## src/rtl/csr_pkg.sv

```systemverilog
// Shared CSR address map, exception codes and field write masks for csr_file.
package csr_pkg;

  localparam logic [13:0] CSR_CRMD   = 14'h000;
  localparam logic [13:0] CSR_PRMD   = 14'h001;
  localparam logic [13:0] CSR_ECFG   = 14'h004;
  localparam logic [13:0] CSR_ESTAT  = 14'h005;
  localparam logic [13:0] CSR_ERA    = 14'h006;
  localparam logic [13:0] CSR_BADV   = 14'h007;
  localparam logic [13:0] CSR_EENTRY = 14'h00C;
  localparam logic [13:0] CSR_SAVE0  = 14'h030;
  localparam logic [13:0] CSR_SAVE1  = 14'h031;
  localparam logic [13:0] CSR_SAVE2  = 14'h032;
  localparam logic [13:0] CSR_SAVE3  = 14'h033;
  localparam logic [13:0] CSR_TID    = 14'h040;
  localparam logic [13:0] CSR_TCFG   = 14'h041;
  localparam logic [13:0] CSR_TVAL   = 14'h042;
  localparam logic [13:0] CSR_TICLR  = 14'h044;

  typedef enum logic [5:0] {
    ECODE_INT  = 6'h00,
    ECODE_ADEF = 6'h08,
    ECODE_ALE  = 6'h09,
    ECODE_SYS  = 6'h0B,
    ECODE_BRK  = 6'h0C,
    ECODE_INE  = 6'h0D
  } ecode_e;

  localparam logic [31:0] MASK_CRMD   = 32'h0000_01FF;
  localparam logic [31:0] MASK_PRMD   = 32'h0000_0007;
  localparam logic [31:0] MASK_ECFG   = 32'h0000_1BFF;
  localparam logic [31:0] MASK_ESTAT  = 32'h0000_0003;
  localparam logic [31:0] MASK_EENTRY = 32'hFFFF_FFC0;

  function automatic logic [31:0] masked_merge(input logic [31:0] old_v,
                                               input logic [31:0] wmask,
                                               input logic [31:0] wvalue);
    return (old_v & ~wmask) | (wvalue & wmask);
  endfunction

endpackage

```

## src/rtl/csr_file_if.sv

```systemverilog
// Write-back stage <-> CSR file port: CSR access, exception report and returned state.
interface csr_file_if;
  logic        csr_re;
  logic [13:0] csr_num;
  logic        csr_we;
  logic [31:0] csr_wmask;
  logic [31:0] csr_wvalue;
  logic [31:0] csr_rvalue;
  logic        wb_ex;
  logic [5:0]  wb_ecode;
  logic [8:0]  wb_esubcode;
  logic [31:0] wb_pc;
  logic [31:0] wb_vaddr;
  logic        ertn_flush;
  logic        has_int;
  logic [31:0] ex_entry;
  logic [31:0] ertn_era;

  modport master (
    output csr_re, csr_num, csr_we, csr_wmask, csr_wvalue,
    output wb_ex, wb_ecode, wb_esubcode, wb_pc, wb_vaddr, ertn_flush,
    input  csr_rvalue, has_int, ex_entry, ertn_era
  );

  modport slave (
    input  csr_re, csr_num, csr_we, csr_wmask, csr_wvalue,
    input  wb_ex, wb_ecode, wb_esubcode, wb_pc, wb_vaddr, ertn_flush,
    output csr_rvalue, has_int, ex_entry, ertn_era
  );
endinterface

```

## src/rtl/csr_timer.sv

```systemverilog
// Constant timer: reload on an enabling TCFG write, count down, pulse timer_fire at zero.
module csr_timer #(
  parameter int TIMER_W = 32
) (
  input  logic               clk,
  input  logic               reset,
  input  logic [31:0]        i_tcfg,
  input  logic               i_tcfg_we,
  input  logic [31:0]        i_tcfg_wdata,
  output logic [TIMER_W-1:0] o_tval,
  output logic               o_timer_fire
);
  localparam logic [TIMER_W-1:0] ALL_ONES = '1;

  logic [TIMER_W-1:0] r_cnt;
  logic [TIMER_W-1:0] w_reload;
  logic [TIMER_W-1:0] w_load_new;
  logic               w_en;
  logic               w_periodic;
  logic               w_unused_ok;

  assign w_en         = i_tcfg[0];
  assign w_periodic   = i_tcfg[1];
  assign w_reload     = {i_tcfg[TIMER_W-1:2], 2'b00};
  assign w_load_new   = {i_tcfg_wdata[TIMER_W-1:2], 2'b00};
  assign w_unused_ok  = i_tcfg_wdata[1];
  assign o_timer_fire = w_en && (r_cnt == '0);
  assign o_tval       = r_cnt;

  // All-ones is the parked value of a one-shot timer that has expired.
  always_ff @(posedge clk) begin
    if (reset) begin
      r_cnt <= '0;
    end else if (i_tcfg_we && i_tcfg_wdata[0]) begin
      r_cnt <= w_load_new;
    end else if (o_timer_fire) begin
      r_cnt <= w_periodic ? w_reload : ALL_ONES;
    end else if (w_en && (r_cnt != ALL_ONES)) begin
      r_cnt <= r_cnt - 1'b1;
    end
  end
endmodule

```

## src/rtl/csr_file.sv

```systemverilog
// LoongArch CSR file: masked CSR writes, exception/ertn state, interrupts, entry/return address.
// Timer CSRs (TID/TCFG/TVAL/TICLR) and csr_timer exist only when CSR_TIMER_EN is defined.
module csr_file
  import csr_pkg::*;
#(
  parameter int TIMER_W = 32
) (
  input  logic       clk,
  input  logic       reset,
  csr_file_if.slave  bus,
  input  logic [7:0] hw_int_in,
  input  logic       ipi_int_in
);
  logic [8:0]  r_crmd;
  logic [2:0]  r_prmd;
  logic [12:0] r_ecfg;
  logic [1:0]  r_is_sw;
  logic [7:0]  r_is_hw;
  logic        r_is_ipi;
  logic [5:0]  r_ecode;
  logic [8:0]  r_esubcode;
  logic [31:0] r_era;
  logic [31:0] r_badv;
  logic [25:0] r_eentry;
  logic [31:0] w_save [4];
  logic        w_is_ti;
  logic [12:0] w_is;
  logic [31:0] w_estat;
  logic [31:0] w_rdata;
  logic [31:0] w_wnew;
  logic        w_we;
  logic        w_ex;
  logic        w_unused_ok;

  assign w_we        = bus.csr_we & ~bus.wb_ex & ~bus.ertn_flush;
  assign w_ex        = bus.wb_ex & ~bus.ertn_flush;
  assign w_wnew      = masked_merge(w_rdata, bus.csr_wmask, bus.csr_wvalue);
  assign w_is        = {r_is_ipi, w_is_ti, 1'b0, r_is_hw, r_is_sw};
  assign w_estat     = {1'b0, r_esubcode, r_ecode, 3'b000, w_is};
  assign w_unused_ok = bus.csr_re;

  assign bus.csr_rvalue = w_rdata;
  assign bus.has_int    = r_crmd[2] & (|(w_is & r_ecfg));
  assign bus.ex_entry   = {r_eentry, 6'b000000};
  assign bus.ertn_era   = r_era;

`ifdef CSR_TIMER_EN
  logic [31:0]        r_tid;
  logic [31:0]        r_tcfg;
  logic               r_is_ti;
  logic [TIMER_W-1:0] w_tval;
  logic               w_timer_fire;
  logic               w_tcfg_we;

  assign w_tcfg_we = w_we && (bus.csr_num == CSR_TCFG);
  assign w_is_ti   = r_is_ti;

  csr_timer #(.TIMER_W(TIMER_W)) u_timer (
    .clk          (clk),
    .reset        (reset),
    .i_tcfg       (r_tcfg),
    .i_tcfg_we    (w_tcfg_we),
    .i_tcfg_wdata (w_wnew),
    .o_tval       (w_tval),
    .o_timer_fire (w_timer_fire)
  );

  always_ff @(posedge clk) begin
    if (reset) begin
      r_tid   <= '0;
      r_tcfg  <= '0;
      r_is_ti <= 1'b0;
    end else begin
      if (w_we && (bus.csr_num == CSR_TID)) r_tid <= w_wnew;
      if (w_tcfg_we) r_tcfg <= w_wnew;
      // Expiry beats a same-cycle TICLR so no timer interrupt is lost.
      if (w_timer_fire) r_is_ti <= 1'b1;
      else if (w_we && (bus.csr_num == CSR_TICLR) && w_wnew[0]) r_is_ti <= 1'b0;
    end
  end
`else
  localparam int UNUSED_TIMER_W = TIMER_W;
  assign w_is_ti = 1'b0;
`endif

  always_comb begin
    w_rdata = '0;
    case (bus.csr_num)
      CSR_CRMD:   w_rdata = {23'b0, r_crmd};
      CSR_PRMD:   w_rdata = {29'b0, r_prmd};
      CSR_ECFG:   w_rdata = {19'b0, r_ecfg};
      CSR_ESTAT:  w_rdata = w_estat;
      CSR_ERA:    w_rdata = r_era;
      CSR_BADV:   w_rdata = r_badv;
      CSR_EENTRY: w_rdata = {r_eentry, 6'b000000};
      CSR_SAVE0:  w_rdata = w_save[0];
      CSR_SAVE1:  w_rdata = w_save[1];
      CSR_SAVE2:  w_rdata = w_save[2];
      CSR_SAVE3:  w_rdata = w_save[3];
`ifdef CSR_TIMER_EN
      CSR_TID:    w_rdata = r_tid;
      CSR_TCFG:   w_rdata = r_tcfg;
      CSR_TVAL:   w_rdata = 32'(w_tval);
`endif
      default:    w_rdata = '0;
    endcase
  end

  genvar gi;
  generate
    for (gi = 0; gi < 4; gi++) begin : g_save
      logic [31:0] r_save;
      always_ff @(posedge clk) begin
        if (reset) r_save <= '0;
        else if (w_we && (bus.csr_num == CSR_SAVE0 + 14'(gi))) r_save <= w_wnew;
      end
      assign w_save[gi] = r_save;
    end
  endgenerate

  always_ff @(posedge clk) begin
    if (reset) begin
      r_crmd     <= 9'h008;
      r_prmd     <= '0;
      r_ecfg     <= '0;
      r_is_sw    <= '0;
      r_is_hw    <= '0;
      r_is_ipi   <= 1'b0;
      r_ecode    <= '0;
      r_esubcode <= '0;
      r_era      <= '0;
      r_badv     <= '0;
      r_eentry   <= '0;
    end else begin
      r_is_hw  <= hw_int_in;
      r_is_ipi <= ipi_int_in;
      if (bus.ertn_flush) begin
        r_crmd[2:0] <= r_prmd;
      end else if (w_ex) begin
        r_prmd      <= r_crmd[2:0];
        r_crmd[2:0] <= 3'b000;
        r_ecode     <= bus.wb_ecode;
        r_esubcode  <= bus.wb_esubcode;
        r_era       <= bus.wb_pc;
        if (bus.wb_ecode == ECODE_ADEF) r_badv <= bus.wb_pc;
        else if (bus.wb_ecode == ECODE_ALE) r_badv <= bus.wb_vaddr;
      end else if (w_we) begin
        case (bus.csr_num)
          CSR_CRMD:   r_crmd   <= w_wnew[8:0] & MASK_CRMD[8:0];
          CSR_PRMD:   r_prmd   <= w_wnew[2:0] & MASK_PRMD[2:0];
          CSR_ECFG:   r_ecfg   <= w_wnew[12:0] & MASK_ECFG[12:0];
          CSR_ESTAT:  r_is_sw  <= w_wnew[1:0] & MASK_ESTAT[1:0];
          CSR_ERA:    r_era    <= w_wnew;
          CSR_BADV:   r_badv   <= w_wnew;
          CSR_EENTRY: r_eentry <= w_wnew[31:6] & MASK_EENTRY[31:6];
          default: ;
        endcase
      end
    end
  end
endmodule
```

## src/flat_wrapper.sv

```systemverilog
// flat-port wrapper written by rule: the top's interface ports become plain ports
module csr_file_flat import csr_pkg::*;
#(
  parameter int TIMER_W = 32
)
  (clk, reset, hw_int_in, ipi_int_in, bus_csr_re, bus_csr_num, bus_csr_we, bus_csr_wmask, bus_csr_wvalue, bus_wb_ex, bus_wb_ecode, bus_wb_esubcode, bus_wb_pc, bus_wb_vaddr, bus_ertn_flush, bus_csr_rvalue, bus_has_int, bus_ex_entry, bus_ertn_era);
  csr_file_if bus_i ();
  input  logic clk;
  input  logic reset;
  input  logic [7:0] hw_int_in;
  input  logic ipi_int_in;
  input wire logic [$bits(bus_i.csr_re)-1:0] bus_csr_re;
  input wire logic [$bits(bus_i.csr_num)-1:0] bus_csr_num;
  input wire logic [$bits(bus_i.csr_we)-1:0] bus_csr_we;
  input wire logic [$bits(bus_i.csr_wmask)-1:0] bus_csr_wmask;
  input wire logic [$bits(bus_i.csr_wvalue)-1:0] bus_csr_wvalue;
  input wire logic [$bits(bus_i.wb_ex)-1:0] bus_wb_ex;
  input wire logic [$bits(bus_i.wb_ecode)-1:0] bus_wb_ecode;
  input wire logic [$bits(bus_i.wb_esubcode)-1:0] bus_wb_esubcode;
  input wire logic [$bits(bus_i.wb_pc)-1:0] bus_wb_pc;
  input wire logic [$bits(bus_i.wb_vaddr)-1:0] bus_wb_vaddr;
  input wire logic [$bits(bus_i.ertn_flush)-1:0] bus_ertn_flush;
  output wire logic [$bits(bus_i.csr_rvalue)-1:0] bus_csr_rvalue;
  output wire logic [$bits(bus_i.has_int)-1:0] bus_has_int;
  output wire logic [$bits(bus_i.ex_entry)-1:0] bus_ex_entry;
  output wire logic [$bits(bus_i.ertn_era)-1:0] bus_ertn_era;
  assign bus_i.csr_re = bus_csr_re;
  assign bus_i.csr_num = bus_csr_num;
  assign bus_i.csr_we = bus_csr_we;
  assign bus_i.csr_wmask = bus_csr_wmask;
  assign bus_i.csr_wvalue = bus_csr_wvalue;
  assign bus_i.wb_ex = bus_wb_ex;
  assign bus_i.wb_ecode = bus_wb_ecode;
  assign bus_i.wb_esubcode = bus_wb_esubcode;
  assign bus_i.wb_pc = bus_wb_pc;
  assign bus_i.wb_vaddr = bus_wb_vaddr;
  assign bus_i.ertn_flush = bus_ertn_flush;
  assign bus_csr_rvalue = bus_i.csr_rvalue;
  assign bus_has_int = bus_i.has_int;
  assign bus_ex_entry = bus_i.ex_entry;
  assign bus_ertn_era = bus_i.ertn_era;
  csr_file #(.TIMER_W(TIMER_W)) u_core (.clk(clk), .reset(reset), .bus(bus_i), .hw_int_in(hw_int_in), .ipi_int_in(ipi_int_in));
endmodule
```

## config.mk

```make
export PLATFORM = sky130hd
export DESIGN_NAME = csr_file_flat
export DESIGN_NICKNAME = d
export VERILOG_FILES = /design/src/rtl/csr_pkg.sv /design/src/rtl/csr_file_if.sv /design/src/rtl/csr_timer.sv /design/src/rtl/csr_file.sv /design/src/flat_wrapper.sv
export SDC_FILE = /design/constraint.sdc
export NUM_CORES = 1
export LEC_CHECK = 0
export BUFFER_PORTS_ARGS = -buffer_cell sky130_fd_sc_hd__buf_2
export CELL_PAD_IN_SITES_DETAIL_PLACEMENT = 0
export CELL_PAD_IN_SITES_GLOBAL_PLACEMENT = 2
export CORE_ASPECT_RATIO = 0.5
export CORE_UTILIZATION = 34
export CTS_BUF_LIST = sky130_fd_sc_hd__clkbuf_4
export CTS_CLUSTER_DIAMETER = 30
export DETAILED_ROUTE_END_ITERATION = 10
export HOLD_SLACK_MARGIN = 0.1
export MAX_ROUTING_LAYER = met4
export PLACE_DENSITY = 0.9
export SYNTH_ARGS = -nofsm -noshare
export SYNTH_HDL_FRONTEND = slang
export SYNTH_HIERARCHICAL = 1
export SYNTH_SLANG_ARGS = --single-unit
export TNS_END_PERCENT = 1
```

## constraint.sdc

```tcl
create_clock -name clk -period 3.7 [get_ports clk]
set_clock_uncertainty 0.05 [all_clocks]
set_input_delay 0.74 -clock clk [delete_from_list [all_inputs] [get_ports clk]]
set_output_delay 0.74 -clock clk [all_outputs]
set_load 0.02 [all_outputs]
```

**After elaboration in Yosys (flattened, before gate mapping)**

Index checks and enable logic that the tools add are counted.

- Flip-flop bits (word level): 268
- Logic and storage cells: 78
- Output and inout bits: 97
- Input bits: 172

- Reductions and logical operators: 21
- Bitwise operators: 12
- Equality and inequality tests: 13
- Multiplexer cells: 16

Operators with widths:

| cell | number |
|---|---|
| 32-bit case mux with 11 select lines | 1 |
| 32-bit 2-to-1 mux | 8 |
| 32-bit AND | 2 |
| 14-bit by 3-bit equality test with 1-bit output, second input constant | 4 |
| 14-bit by 6-bit equality test with 1-bit output, second input constant | 4 |
| 32-bit inverter | 1 |
| 32-bit OR | 1 |
| 3-bit 2-to-1 mux | 7 |
| 4-bit AND reduction | 5 |
| 14-bit by 1-bit equality test with 1-bit output, second input constant | 1 |
| 14-bit by 4-bit equality test with 1-bit output, second input constant | 1 |
| 14-bit logical NOT | 1 |
| 13-bit AND | 1 |
| 13-bit OR reduction | 1 |
| 6-bit by 4-bit equality test with 1-bit output, second input constant | 2 |
| 2-bit nonzero test | 4 |
| 3-bit AND reduction | 2 |
| 3-bit nonzero test | 2 |
| 1-bit AND | 4 |
| 1-bit logical AND | 4 |
| 2-bit AND reduction | 2 |
| 3-bit != test, second input constant | 1 |
| 1-bit inverter | 3 |

**Logic depth before layout (Yosys ltp)**

- Depth after elaboration: 8
- Depth in mapped cells: 9
- Gate-level depth less buffers: 6

**Worst setup path after synthesis**

OpenSTA, ideal clock, no wires.

- Kind: in2out
- Start: input bus_csr_num[5]
- End: output bus_csr_rvalue[10]
- Data required time: 2.910 ns
- Arrival: 2.450 ns
- Stages on the path: 5
- Path slack: 0.460 ns
- Path through: or4_4 -> buf_4 -> nor4_4 -> nand2_1 -> o22ai_1

- Cells in the longest elaborated chain, start to end: 2

Ends and longest elaborated chain:

| element | RTL line | RTL |
|---|---|---|
| start, declared | flat_wrapper.sv:13 | `input wire logic [$bits(bus_i.csr_num)-1:0] bus_csr_num;` |
| 14-bit by 6-bit equality test with 1-bit output, or another cell as far along | csr_file.sv:88 | `case (bus.csr_num)` |
| 32-bit case mux with 11 select lines * | csr_file.sv:88 |  |
| end, declared | flat_wrapper.sv:23 | `output wire logic [$bits(bus_i.csr_rvalue)-1:0] bus_csr_rvalue;` |

Mark *: on every way between the ends. The rest lies on a longest branch, timed or not.

**Worst setup path after layout**

- Start: input bus_csr_num[5]
- End: output bus_csr_rvalue[13]

Same word-level chain as after synthesis.

==> flow_summary.json <==
{
  "outcome": "finished, violations left",
  "failed_checks": "DRC",
  "grt_overflow": 0,
  "crit_family": "simple AND/OR/NAND/NOR gates",
  "fp.dieH_um": 142.6,
  "maxSlewHeadroom_pct": 44.17,
  "ys_ff_latch": 268,
  "path_buf_inv": 2,
  "max_cap_viol_count": 0,
  "ys.flop_type": "dfxtp_1",
  "grt_max_degree": 72,
  "drtIter0Drc": 1300,
  "port_buffers": 261,
  "synth-edff-count": 0,
  "drt-wirelength-per-cell_um": 22.10,
  "dr.pass1.iters": 9,
  "viasPerCell": 5.729,
  "fin_crit_sh_pct": 95.75,
  "row_count": 51,
  "r2r_end": "u_core/r_badv[8]",
  "dpl.hpwl_um": 37810,
  "grt_pass1_vias": 13330,
  "hold_viol": 0,
  "clock_path_buffers": 3,
  "cp_cell_sequence": "buf_2 > nor4_2 > nand4_1 > nor2_1 > a221o_1 > buf_2",
  "fillers": 4036,
  "fin_tns_setup_ns": 0,
  "clkLatencyLatePin_ns": 0.75,
  "hold_path.startpoint": "hw_int_in[1]",
  "min_path_cells": 2,
  "rr_startpoint": "u_core/r_eentry[2]",
  "cts_made_buffers": 69,
  "start_util_pct": 34.54,
  "rrSetupSlack_ns": 1.59,
  "ant_nets": 0,
  "crit_path_max_fanout": 5,
  "antenna_found_initial": 1,
  "core-area_mm2": 0.03892,
  "multi_input_area_mm2": 0.007511,
  "area_growth_pct": 22.76,
  "synth.cell_area_mm2": 0.01344,
  "worstPathArrival_ns": 2.75,
  "root_buffer": "clkbuf_4",
  "track_usage_pct": 26.96,
  "hp-class": "in -> reg",
  "clk_pin_slew_ns": 0.07,
  "crit_slowest_cell": "nand4_1",
  "setup_viol": 0,
  "end_kind": "output port",
  "leakage_uw": 0.006106,
  "max_stage_delay_ns": 0.53,
  "crit_type": "in -> out",
  "htreeDepth": 3,
  "grt_setup_unrepaired": "no",
  "timing.fmax_mhz": 282.3,
  "cts_tree": "yes",
  "yosysWarnings": 6,
  "synth_top_area_share_pct": 39.91,
  "drive_gt1_share_pct": 28.64,
  "synth.distinct_cells": 67,
  "synth_top_area_cell": "dfxtp_1",
  "max_slew.worst_pin.slew_ns": 0.8375,
  "die_w_um": 283.2,
  "required_ns": 2.91,
  "period_needed_ns": 3.543,
  "fin_ws_ns": 0.1573,
  "reg2reg_depth": 7,
  "syn_area_per_cell_um2": 8.370,
  "critPathMostFrequentCell": "buf_2",
  "grt_pass1_wl_um": 81410,
  "nets": 2057,
  "clock_sinks": 268,
  "ir_drop_mv": 0.1598,
  "num_vias": 14110,
  "holdPathEnd": "u_core/r_is_hw[1]",
  "seqCellArea_mm2": 0.005365,
  "die_area_mm2": 0.04039,
  "cts_setup_buffers": 0,
  "wl_um": 54400,
  "drc": 2,
  "cp-start-kind": "input pin",
  "drv_slew": 0,
  "postSynth.asyncResetShare_pct": 0,
  "yosys-top-cells-area": "dfxtp_1 (40%), nand3_1 (8.4%), o31ai_1 (4.9%), nand2_1 (4.3%), a21oi_1 (3.7%)",
  "power.density_mw_per_mm2": 370.8,
  "seq_area_frac_synth_pct": 39.91,
  "io_pins": 269,
  "place_ws_ns": 0.09659,
  "gp_congestion": 0.9092,
  "syn_inst": 1606
}
[sequential cells by signal, summed over array words and instances (netlist names)]
name	cells
u_core/bus.ertn_era	32
u_core/g_save.r_save	128
u_core/r_badv	32
u_core/r_crmd	9
u_core/r_ecfg	12
u_core/r_ecode	6
u_core/r_eentry	26
u_core/r_esubcode	9
u_core/r_is_hw	8
u_core/r_is_ipi	1
u_core/r_is_sw	2
u_core/r_prmd	3
[cells by family after synthesis]
kind of cell	count (synthesis)	share of synthesized area (%)
AND/OR/NAND/NOR	613	22.44
AO/OA/AOI/OAI	476	23.84
flip-flops	268	39.91
buffers and inverters	159	4.970
multiplexers	89	8.814
other	1	0.02790
[cells in the mapped netlist (6+ instances only)]
library cell,number
dfxtp_1,268
nand3_1,225
nand2_1,154
a21oi_1,99
clkbuf_1,95
o21ai_0,91
o31ai_1,88
nor2_1,84
nand2b_1,44
mux2i_1,43
a211oi_1,39
buf_2,33
nor3_1,31
mux2_2,25
a22oi_1,23
a31o_2,21
mux4_2,21
o22ai_1,21
buf_1,15
nor2b_1,15
o2111ai_1,15
nand3b_1,14
a21o_1,13
a22o_1,12
nand4_1,9
buf_4,8
inv_1,7
o211ai_1,6
[per-layer routing]
| metal | up-vias | global-route usage (%) | share of wire [%] |
|---|---|---|---|
| li1 | 6604 | - | - |
| met1 | 6903 | 34.98 | 45 |
| met2 | 506 | 43.74 | 47 |
| met3 | 93 | 4.583 | 6.0 |
| met4 | 0 | 6.600 | 1.7 |
| met5 | - | - | 0 |
[placed cells by master, fill, tap and decap left out, types with 23 or more instances in the layout]
cell type    n
dfxtp_1    268
mux2_2      25
nor3_1      29
a211oi_1    39
nand2b_1    43
a21oi_1     99
o31ai_1     88
nand3_1    222
nand2_1    154
a22oi_1     23
buf_2      260
buf_4       84
o21ai_0     91
mux2i_1     43
nor2_1      82
clkbuf_4    99
[worst max path at each step]
| stage | from | end | cells past startpoint |
|---|---|---|---|
| final | bus_csr_num[5] | bus_csr_rvalue[13] | 6 |
| after global routing | bus_csr_num[5] | bus_csr_rvalue[14] | 6 |
| after CTS | bus_csr_num[5] | bus_csr_rvalue[12] | 7 |
| after detailed placement | bus_csr_num[5] | bus_csr_rvalue[12] | 7 |
| after global placement | bus_csr_num[5] | bus_csr_rvalue[12] | 7 |
| after floorplan | bus_csr_num[5] | bus_csr_rvalue[10] | 5 |
[stage by stage]
| step | total power [uW] | area (um^2) | hold slack (ns) | utilization [%] | std cells |
|---|---|---|---|---|---|
| global route | 6380 | 16500 | 0.1104 | 42.39 | 2462 |
| finish | 6120 | 16500 | 0.1557 | 42.39 | 2462 |
| floorplan | 3355 | 13460 | 0.3681 | - | 1611 |
| detailed placement | 3661 | 15660 | 0.3939 | 40.23 | 2342 |
| global placement | 3659 | 15660 | 0.3844 | 40.23 | 2342 |
| CTS | 6156 | 16490 | 0.1080 | 42.37 | 2461 |
[power by group]
| group | switching (uW) | internal (uW) |
|---|---|---|
| registers | 38.3 | 2920 |
| logic | 421 | 225 |
| clock network | 1280 | 1230 |
| total | 1740 | 4380 |
[timing repair]
action | in CTS | in global routing
hold endpoints to repair | 2 | 0
hold buffers | 2 | 0
gates resized for setup | 0 | 1
setup endpoints to repair | 0 | 1
[layout make-up]
class / instances / share of cell area (%)
multi-input cells: 1184 / 45.52
repair buffers: 354 / 12.80
well taps: 530 / 4.018
diodes: 1 / 0.01516
inverters: 8 / 0.2123
clock buffers: 99 / 4.504
clock inverters: 18 / 0.4246
flip-flops and latches: 268 / 32.51
Note: power is estimated with default switching activity, not from simulation.
